File: config.mk
export PLATFORM = sky130hd
export DESIGN_NAME = slave_xspi_ctrl_flat
export DESIGN_NICKNAME = d
export VERILOG_FILES = /design/src/rtl/slave_xspi_ctrl_if.sv /design/src/rtl/slave_xspi_ctrl.sv /design/src/flat_wrapper.sv
export SDC_FILE = /design/constraint.sdc
export NUM_CORES = 1
export LEC_CHECK = 0
export ABC_AREA = 1
export CAP_MARGIN = 0
export CORE_MARGIN = 5
export CORE_UTILIZATION = 40
export DETAILED_ROUTE_END_ITERATION = 6
export DONT_BUFFER_PORTS = 1
export PLACE_DENSITY = 0.63
export SLEW_MARGIN = 20
export SYNTH_ARGS = -nofsm -noshare
export SYNTH_HDL_FRONTEND = slang
export SYNTH_SLANG_ARGS = --single-unit
File: constraint.sdc
create_clock -name clk -period 2.35 [get_ports clk]
set_clock_uncertainty 0.05 [all_clocks]
set_input_delay 0.235 -clock clk [delete_from_list [all_inputs] [get_ports clk]]
set_output_delay 0.235 -clock clk [all_outputs]
set_load 0.02 [all_outputs]
File: src/rtl/slave_xspi_ctrl_if.sv
// PHY-side and word-memory signals of the xSPI slave controller.
// The slave modport is the controller; the master modport is the PHY/memory side.
interface slave_xspi_ctrl_if;
    logic        cs_in;
    logic [1:0]  mode_sel;
    logic [15:0] phy_out;
    logic        rd_en;
    logic        sdr_en;
    logic        ddr_1_en;
    logic        ddr_2_en;
    logic [15:0] io_in;
    logic        ds_in;
    logic [31:0] mem_addr;
    logic [15:0] mem_wdata;
    logic        mem_we;
    logic        mem_re;
    logic [15:0] mem_rdata;
    logic        busy;
    logic        cmd_err;

    modport slave (
        input  cs_in, mode_sel, phy_out, mem_rdata,
        output rd_en, sdr_en, ddr_1_en, ddr_2_en, io_in, ds_in,
        output mem_addr, mem_wdata, mem_we, mem_re, busy, cmd_err
    );

    modport master (
        output cs_in, mode_sel, phy_out, mem_rdata,
        input  rd_en, sdr_en, ddr_1_en, ddr_2_en, io_in, ds_in,
        input  mem_addr, mem_wdata, mem_we, mem_re, busy, cmd_err
    );
endinterface

File: src/rtl/slave_xspi_ctrl.sv
// xSPI slave command/address/data sequencer bridging an SDR/DDR PHY to a word memory.
// Reads prefetch two clocks ahead of the PHY so memory latency is hidden.
module slave_xspi_ctrl #(
    parameter logic [7:0]  RD_OP     = 8'h0B,
    parameter logic [7:0]  WR_OP     = 8'h12,
    parameter int unsigned DUMMY_CYC = 8
) (
    input logic              clk,
    input logic              reset,
    slave_xspi_ctrl_if.slave bus
);
    typedef enum logic [2:0] {
        StIdle, StCmd, StAddr, StDummy, StWdata, StRdata, StIgnore
    } state_t;

    localparam logic [4:0] RE0_CNT  = 5'(DUMMY_CYC - 3);
    localparam logic [4:0] RE1_CNT  = 5'(DUMMY_CYC - 2);
    localparam logic [4:0] LAST_CNT = 5'(DUMMY_CYC - 1);

    state_t      r_state;
    logic [1:0]  r_mode;
    logic [4:0]  r_cnt;
    logic [30:0] r_sh;
    logic [31:0] r_addr;
    logic [15:0] r_buf;
    logic [15:0] r_wdata;
    logic        r_is_rd;
    logic        r_cs_q;
    logic        r_mem_re;
    logic        r_mem_we;
    logic        r_rd_pend;
    logic        r_last;
    logic        r_cmd_err;

    logic        w_ddr;
    logic        w_bit;
    logic [7:0]  w_op;
    logic        w_cmd_ok;
    logic        w_active;
    logic        w_rdata;
    logic        w_sdr_bit;

    assign w_ddr    = (r_mode != 2'b00);
    assign w_bit    = bus.phy_out[0];
    assign w_op     = w_ddr ? bus.phy_out[15:8] : {r_sh[6:0], w_bit};
    assign w_cmd_ok = ((w_op == RD_OP) || (w_op == WR_OP)) &&
                      (!w_ddr || (bus.phy_out[7:0] == ~bus.phy_out[15:8]));

    always_ff @(posedge clk or negedge reset) begin
        if (!reset) begin
            r_state   <= StIdle;
            r_mode    <= 2'b00;
            r_cnt     <= '0;
            r_sh      <= '0;
            r_addr    <= '0;
            r_buf     <= '0;
            r_wdata   <= '0;
            r_is_rd   <= 1'b0;
            r_cs_q    <= 1'b0;
            r_mem_re  <= 1'b0;
            r_mem_we  <= 1'b0;
            r_rd_pend <= 1'b0;
            r_last    <= 1'b0;
            r_cmd_err <= 1'b0;
        end else begin
            r_cs_q    <= bus.cs_in;
            r_cmd_err <= 1'b0;
            r_mem_re  <= 1'b0;
            r_mem_we  <= 1'b0;
            r_rd_pend <= r_mem_re;
            // Keeps the final SDR bit of a word alive while the next word loads.
            r_last    <= r_buf[0];
            if (r_rd_pend) r_buf <= bus.mem_rdata;
            if (r_mem_re || r_mem_we) r_addr <= r_addr + 32'd1;

            if (bus.cs_in) begin
                r_state <= StIdle;
            end else begin
                unique case (r_state)
                    StIdle: begin
                        // Only a fresh falling edge of cs_in starts a transaction.
                        if (r_cs_q) begin
                            r_mode  <= (bus.mode_sel == 2'b11) ? 2'b00 : bus.mode_sel;
                            r_cnt   <= '0;
                            r_state <= StCmd;
                        end
                    end
                    StCmd: begin
                        r_sh <= {r_sh[29:0], w_bit};
                        if (w_ddr || (r_cnt == 5'd7)) begin
                            r_cnt <= '0;
                            if (w_cmd_ok) begin
                                r_is_rd <= (w_op == RD_OP);
                                r_state <= StAddr;
                            end else begin
                                r_cmd_err <= 1'b1;
                                r_state   <= StIgnore;
                            end
                        end else begin
                            r_cnt <= r_cnt + 5'd1;
                        end
                    end
                    StAddr: begin
                        if (w_ddr) begin
                            r_sh[15:0] <= bus.phy_out;
                            if (r_cnt != 5'd0) r_addr <= {r_sh[15:0], bus.phy_out};
                        end else begin
                            r_sh <= {r_sh[29:0], w_bit};
                            if (r_cnt == 5'd31) r_addr <= {r_sh, w_bit};
                        end
                        if ((w_ddr && r_cnt != 5'd0) || r_cnt == 5'd31) begin
                            r_cnt   <= '0;
                            r_state <= r_is_rd ? StDummy : StWdata;
                        end else begin
                            r_cnt <= r_cnt + 5'd1;
                        end
                    end
                    StDummy: begin
                        r_cnt <= r_cnt + 5'd1;
                        if (r_cnt == RE0_CNT) r_mem_re <= 1'b1;
                        if (r_cnt == RE1_CNT && w_ddr) r_mem_re <= 1'b1;
                        if (r_cnt == LAST_CNT) begin
                            r_cnt    <= '0;
                            r_mem_re <= w_ddr;
                            r_state  <= StRdata;
                        end
                    end
                    StRdata: begin
                        if (w_ddr) begin
                            r_mem_re <= 1'b1;
                        end else begin
                            r_cnt    <= (r_cnt[3:0] == 4'd15) ? 5'd0 : r_cnt + 5'd1;
                            r_mem_re <= (r_cnt == 5'd12);
                        end
                    end
                    StWdata: begin
                        if (w_ddr) begin
                            r_wdata  <= bus.phy_out;
                            r_mem_we <= 1'b1;
                        end else begin
                            r_sh <= {r_sh[29:0], w_bit};
                            if (r_cnt == 5'd15) begin
                                r_wdata  <= {r_sh[14:0], w_bit};
                                r_mem_we <= 1'b1;
                                r_cnt    <= '0;
                            end else begin
                                r_cnt <= r_cnt + 5'd1;
                            end
                        end
                    end
                    StIgnore: ;
                    default: r_state <= StIdle;
                endcase
            end
        end
    end

    assign w_active  = (r_state != StIdle) && (r_state != StIgnore);
    assign w_rdata   = (r_state == StRdata);
    assign w_sdr_bit = (r_cnt[3:0] == 4'd15) ? r_last : r_buf[~r_cnt[3:0]];

    assign bus.sdr_en    = w_active && (r_mode == 2'b00);
    assign bus.ddr_1_en  = w_active && (r_mode == 2'b01);
    assign bus.ddr_2_en  = w_active && (r_mode == 2'b10);
    assign bus.rd_en     = w_rdata;
    assign bus.ds_in     = w_rdata && w_ddr;
    assign bus.io_in     = !w_rdata ? 16'h0000 : (w_ddr ? r_buf : {14'b0, w_sdr_bit, 1'b0});
    assign bus.mem_addr  = r_addr;
    assign bus.mem_wdata = r_wdata;
    assign bus.mem_we    = r_mem_we;
    assign bus.mem_re    = r_mem_re;
    assign bus.busy      = (r_state != StIdle);
    assign bus.cmd_err   = r_cmd_err;
endmodule

File: src/flat_wrapper.sv
// flat-port wrapper written by rule: the top's interface ports become plain ports
module slave_xspi_ctrl_flat 
#(
    parameter logic [7:0]  RD_OP     = 8'h0B,
    parameter logic [7:0]  WR_OP     = 8'h12,
    parameter int unsigned DUMMY_CYC = 8
)
  (clk, reset, bus_cs_in, bus_mode_sel, bus_phy_out, bus_mem_rdata, bus_rd_en, bus_sdr_en, bus_ddr_1_en, bus_ddr_2_en, bus_io_in, bus_ds_in, bus_mem_addr, bus_mem_wdata, bus_mem_we, bus_mem_re, bus_busy, bus_cmd_err);
  slave_xspi_ctrl_if bus_i ();
  input logic clk;
  input logic reset;
  input wire logic [$bits(bus_i.cs_in)-1:0] bus_cs_in;
  input wire logic [$bits(bus_i.mode_sel)-1:0] bus_mode_sel;
  input wire logic [$bits(bus_i.phy_out)-1:0] bus_phy_out;
  input wire logic [$bits(bus_i.mem_rdata)-1:0] bus_mem_rdata;
  output wire logic [$bits(bus_i.rd_en)-1:0] bus_rd_en;
  output wire logic [$bits(bus_i.sdr_en)-1:0] bus_sdr_en;
  output wire logic [$bits(bus_i.ddr_1_en)-1:0] bus_ddr_1_en;
  output wire logic [$bits(bus_i.ddr_2_en)-1:0] bus_ddr_2_en;
  output wire logic [$bits(bus_i.io_in)-1:0] bus_io_in;
  output wire logic [$bits(bus_i.ds_in)-1:0] bus_ds_in;
  output wire logic [$bits(bus_i.mem_addr)-1:0] bus_mem_addr;
  output wire logic [$bits(bus_i.mem_wdata)-1:0] bus_mem_wdata;
  output wire logic [$bits(bus_i.mem_we)-1:0] bus_mem_we;
  output wire logic [$bits(bus_i.mem_re)-1:0] bus_mem_re;
  output wire logic [$bits(bus_i.busy)-1:0] bus_busy;
  output wire logic [$bits(bus_i.cmd_err)-1:0] bus_cmd_err;
  assign bus_i.cs_in = bus_cs_in;
  assign bus_i.mode_sel = bus_mode_sel;
  assign bus_i.phy_out = bus_phy_out;
  assign bus_i.mem_rdata = bus_mem_rdata;
  assign bus_rd_en = bus_i.rd_en;
  assign bus_sdr_en = bus_i.sdr_en;
  assign bus_ddr_1_en = bus_i.ddr_1_en;
  assign bus_ddr_2_en = bus_i.ddr_2_en;
  assign bus_io_in = bus_i.io_in;
  assign bus_ds_in = bus_i.ds_in;
  assign bus_mem_addr = bus_i.mem_addr;
  assign bus_mem_wdata = bus_i.mem_wdata;
  assign bus_mem_we = bus_i.mem_we;
  assign bus_mem_re = bus_i.mem_re;
  assign bus_busy = bus_i.busy;
  assign bus_cmd_err = bus_i.cmd_err;
  slave_xspi_ctrl #(.RD_OP(RD_OP), .WR_OP(WR_OP), .DUMMY_CYC(DUMMY_CYC)) u_core (.clk(clk), .reset(reset), .bus(bus_i));
endmodule
==> metrics.txt <==
# TYPE chip_impl_metric gauge
chip_impl_metric{name="worstPathBufferInverterCount",unit=""} 3
chip_impl_metric{name="stdcell_count",unit=""} 1165
chip_impl_metric{name="core_area",unit="sq um"} 16700
chip_impl_metric{name="grtUsageTotal",unit=""} 0.1998
chip_impl_metric{name="period_share",unit=""} 0.9194
chip_impl_metric{name="final-seq-area",unit="sq um"} 2805
chip_impl_metric{name="std_cell_rows",unit=""} 47
chip_impl_metric{name="antenna_found_initial",unit=""} 0
chip_impl_metric{name="tightestPinTransition",unit="ps"} 857.7
chip_impl_metric{name="cap_viol_max_count",unit=""} 0
chip_impl_info{name="path_cells",value="buf_4 -> clkinv_1 -> buf_4 -> a21oi_1 -> o21ai_0 -> nand2_1 -> nand2_1 -> nand3_1 -> nor2_1 -> o22ai_2"} 1
chip_impl_metric{name="num-nets-final",unit=""} 985
chip_impl_metric{name="timing.final.ws_setup",unit="ps"} 189.3
chip_impl_metric{name="portBuffers",unit=""} 0
chip_impl_metric{name="pleak",unit="nW"} 3.685
chip_impl_metric{name="worst-r2r-setup-slack",unit="ps"} 210
chip_impl_metric{name="antenna_cells_inserted",unit=""} 0
chip_impl_metric{name="floorplan.die_area",unit="sq um"} 19820
chip_impl_metric{name="route.antenna.remaining_nets",unit=""} 0
chip_impl_metric{name="cts_buffers",unit=""} 9
chip_impl_info{name="clock_tree.root_cell",value="sky130_fd_sc_hd__clkbuf_16"} 1
chip_impl_metric{name="clk_pin_slew",unit="ps"} 70
chip_impl_info{name="crit_path_top_delay_cell",value="sky130_fd_sc_hd__dfrtp_1"} 1
chip_impl_metric{name="die_w",unit="um"} 140.8
chip_impl_metric{name="clock_sinks",unit=""} 112
chip_impl_metric{name="slew_viol_final",unit=""} 0
chip_impl_metric{name="wl",unit="mm"} 19.77
chip_impl_metric{name="area_growth_syn_to_layout",unit="%"} 13.57
chip_impl_metric{name="yosys_register_bits",unit=""} 112
chip_impl_info{name="critical_path.startpoint_type",value="register"} 1
chip_impl_metric{name="drt_drc_violations_left",unit=""} 0
chip_impl_metric{name="worst-endpoint-required",unit="ps"} 2070
chip_impl_metric{name="effective_utilization_at_floorplan",unit=""} 0.4096
chip_impl_metric{name="post_synth_instance_area",unit="sq um"} 6840
chip_impl_metric{name="report.power.total",unit="mW"} 8.811
chip_impl_metric{name="grt_max_degree",unit=""} 113
chip_impl_metric{name="synth.yosys.seq_area_share",unit=""} 0.4097
chip_impl_metric{name="dp.final_hpwl",unit="mm"} 14.29
chip_impl_metric{name="wl_per_cell",unit="um"} 16.97
chip_impl_metric{name="first_pass_grt_wire_length",unit="mm"} 31.55
chip_impl_metric{name="die_height",unit="um"} 140.8
chip_impl_metric{name="fillerInstances",unit=""} 1688
chip_impl_metric{name="synth_top_area_frac",unit=""} 0.4097
chip_impl_info{name="run_status",value="complete, but fails checks"} 1
chip_impl_info{name="yosysTopAreaCell",value="sky130_fd_sc_hd__dfrtp_1"} 1
chip_impl_info{name="critPathCaptureType",value="primary output"} 1
chip_impl_metric{name="final_standard_cell_utilization_of_the_core",unit=""} 0.4652
chip_impl_info{name="gate_family_responsible_for_the_most_delay_along_the_worst_path",value="buffers and inverters"} 1
chip_impl_info{name="tritoncts_clock_tree",value="done"} 1
chip_impl_info{name="path_class",value="reg2out"} 1
chip_impl_metric{name="drive_gt1_frac",unit=""} 0.1376
chip_impl_metric{name="post_synth_num_cell_types",unit=""} 45
chip_impl_metric{name="cp.arrival",unit="ps"} 1880
chip_impl_metric{name="via_density_per_instance",unit=""} 5.306
chip_impl_metric{name="synth_warnings",unit=""} 0
chip_impl_metric{name="placedInstanceArea",unit="sq um"} 7131
chip_impl_metric{name="cts-htree-levels",unit=""} 3
chip_impl_metric{name="grt_pass1_vias",unit=""} 5894
chip_impl_metric{name="layout_min_cycle_time",unit="ps"} 2161
chip_impl_info{name="rsz0062_at_grt",value="no"} 1
chip_impl_metric{name="totalNegativeSetupSlack",unit="ps"} 0
chip_impl_metric{name="final_hold_viol_count",unit=""} 112
chip_impl_metric{name="timing.final.setup_violations",unit=""} 0
chip_impl_metric{name="multi_input_comb_area",unit="sq um"} 3323
chip_impl_metric{name="place.gp.congestion",unit=""} 0.8901
chip_impl_metric{name="critical_path_peak_fanout",unit=""} 12
chip_impl_metric{name="synth.net_count",unit=""} 946
chip_impl_info{name="hp-class",value="in2async"} 1
chip_impl_metric{name="top_level_ports",unit=""} 110
chip_impl_metric{name="largest_stage_delay_worst_path",unit="ps"} 360
chip_impl_metric{name="num_vias",unit=""} 6182
chip_impl_metric{name="initialDrtViolationCount",unit=""} 375
chip_impl_metric{name="max-slew-margin-rel",unit=""} 0.4282
chip_impl_metric{name="drt_pass_1_iters",unit=""} 5
chip_impl_metric{name="worst_ir_drop_vdd",unit="mV"} 0.7933
chip_impl_info{name="rr_endpoint",value="u_core.bus.mem_addr[22]"} 1
chip_impl_metric{name="dp_worst_setup_slack",unit="ps"} 212.9
chip_impl_info{name="violated_checks",value="negative hold slack"} 1
chip_impl_metric{name="insertion_delay",unit="ps"} 370
chip_impl_metric{name="synthesis.instances",unit=""} 901
chip_impl_metric{name="max_freq",unit="GHz"} 0.4628
chip_impl_info{name="r2r_start",value="u_core.r_cnt[0]"} 1
chip_impl_metric{name="cts-root-to-sink-buffers",unit=""} 2
chip_impl_metric{name="cts_hold_buf",unit=""} 32
chip_impl_metric{name="dpl.cell_count",unit=""} 1117
chip_impl_info{name="post_synth_main_area_contributors",value="sky130_fd_sc_hd__dfrtp_1, sky130_fd_sc_hd__nand2_1, sky130_fd_sc_hd__inv_1"} 1
chip_impl_metric{name="reg2reg_depth",unit=""} 11
chip_impl_metric{name="gr-total-overflow",unit=""} 0
chip_impl_metric{name="design_area",unit="sq um"} 7769
chip_impl_metric{name="power.density",unit="nW/um^2"} 1134
chip_impl_metric{name="hold_ws",unit="ps"} -480.8
chip_impl_metric{name="postSynthAreaPerCell",unit="sq um"} 7.592
registers in the layout (all words and copies together), names as in the netlist:
name	cells
u_core.bus.mem_addr	32
u_core.r_sh	31
u_core.bus.mem_wdata	16
u_core.r_buf	16
u_core.r_cnt	5
u_core.r_state	3
u_core.r_mode	2
u_core.bus.cmd_err	1
u_core.bus.mem_re	1
u_core.bus.mem_we	1
u_core.r_cs_q	1
u_core.r_is_rd	1
u_core.r_last	1
u_core.r_rd_pend	1
routing by layer:
metal,wire length (um),share of wire,vias up,global-route usage
met2,8986,0.45,217,0.3087
li1,-,-,3013,-
met4,504,0.025,0,0.07547
met1,8780,0.44,2918,0.2740
met5,0,0,-,0
met3,1499,0.076,34,0.04572
kinds of logic (layout without fill, tap and decap cells):
kind of cell             count (synthesis)  in the layout  share of synthesized area
XOR/XNOR                                13             13                    0.01665
multiplexers                             1              1                   0.001463
AND/OR/NAND/NOR                        415            415                     0.2744
AO/OA/AOI/OAI                          189            189                     0.1774
adder cells (fa/ha/maj)                  8              8                    0.01463
flip-flops                             112            112                     0.4097
buffers and inverters                  163            207                     0.1057
power by group:
| group | internal [mW] | switching, mW | total, mW |
|---|---|---|---|
| registers | 2.61 | 0.918 | 3.53 |
| clock network | 0.868 | 0.766 | 1.63 |
| logic | 1.20 | 2.45 | 3.64 |
layout by cell type, fill, tap and decap left out, types with 24 or more instances in the layout:
cell type / n
sky130_fd_sc_hd__inv_1: 116
sky130_fd_sc_hd__o21ai_0: 59
sky130_fd_sc_hd__nand2_1: 222
sky130_fd_sc_hd__nand3_1: 37
sky130_fd_sc_hd__nor2_1: 88
sky130_fd_sc_hd__dlygate4sd3_1: 32
sky130_fd_sc_hd__buf_4: 29
sky130_fd_sc_hd__dfrtp_1: 110
sky130_fd_sc_hd__o22ai_1: 24
sky130_fd_sc_hd__o21ai_2: 24
area by class of cell:
cell class,count,share of cell area
multi-input combinational,626,0.4278
sequential,112,0.3611
timing repair buffer,63,0.07441
inverter,128,0.06185
tap,220,0.03543
clock buffer,11,0.03124
clock inverter,5,0.008214
worst max path at each step:
stage / startpoint / end / slack (ps) / depth (start not counted)
after floorplan: u_core.r_state[1] / bus_io_in[10] / 410 / 6
after global placement: u_core.r_cnt[0] / u_core.bus.mem_addr[22] / 300 / 11
after detailed placement: u_core.r_cnt[0] / u_core.bus.mem_addr[22] / 210 / 11
after CTS: u_core.r_cnt[0] / bus_io_in[1] / 6 / 10
after global routing: u_core.r_cnt[0] / u_core.bus.mem_addr[22] / 1 / 11
final: u_core.r_cnt[0] / bus_io_in[1] / 190 / 10
repair_timing:
action                                  in CTS  in global routing
gates resized for setup                      0                  4
endpoints found under the setup margin       0                  4
hold endpoints to repair                   149                112
setup buffers                                0                  0
synthesized netlist by cell type, drive strengths merged:
library cell,instances
a21o,1
a21oi,23
a22o,3
a31o,1
a31oi,11
a32o,1
buf,26
clkbuf,9
clkinv,1
dfrtp,112
ha,8
inv,127
mux2i,1
nand2,235
nand3,40
nand3b,1
nand4,15
nor2,101
nor3,17
nor3b,1
nor4,3
o211ai,17
o21ai,102
o221ai,1
o22ai,25
o31ai,1
o32ai,3
or2,2
xnor2,4
xor2,9
Power figures use the tool's default switching activity.
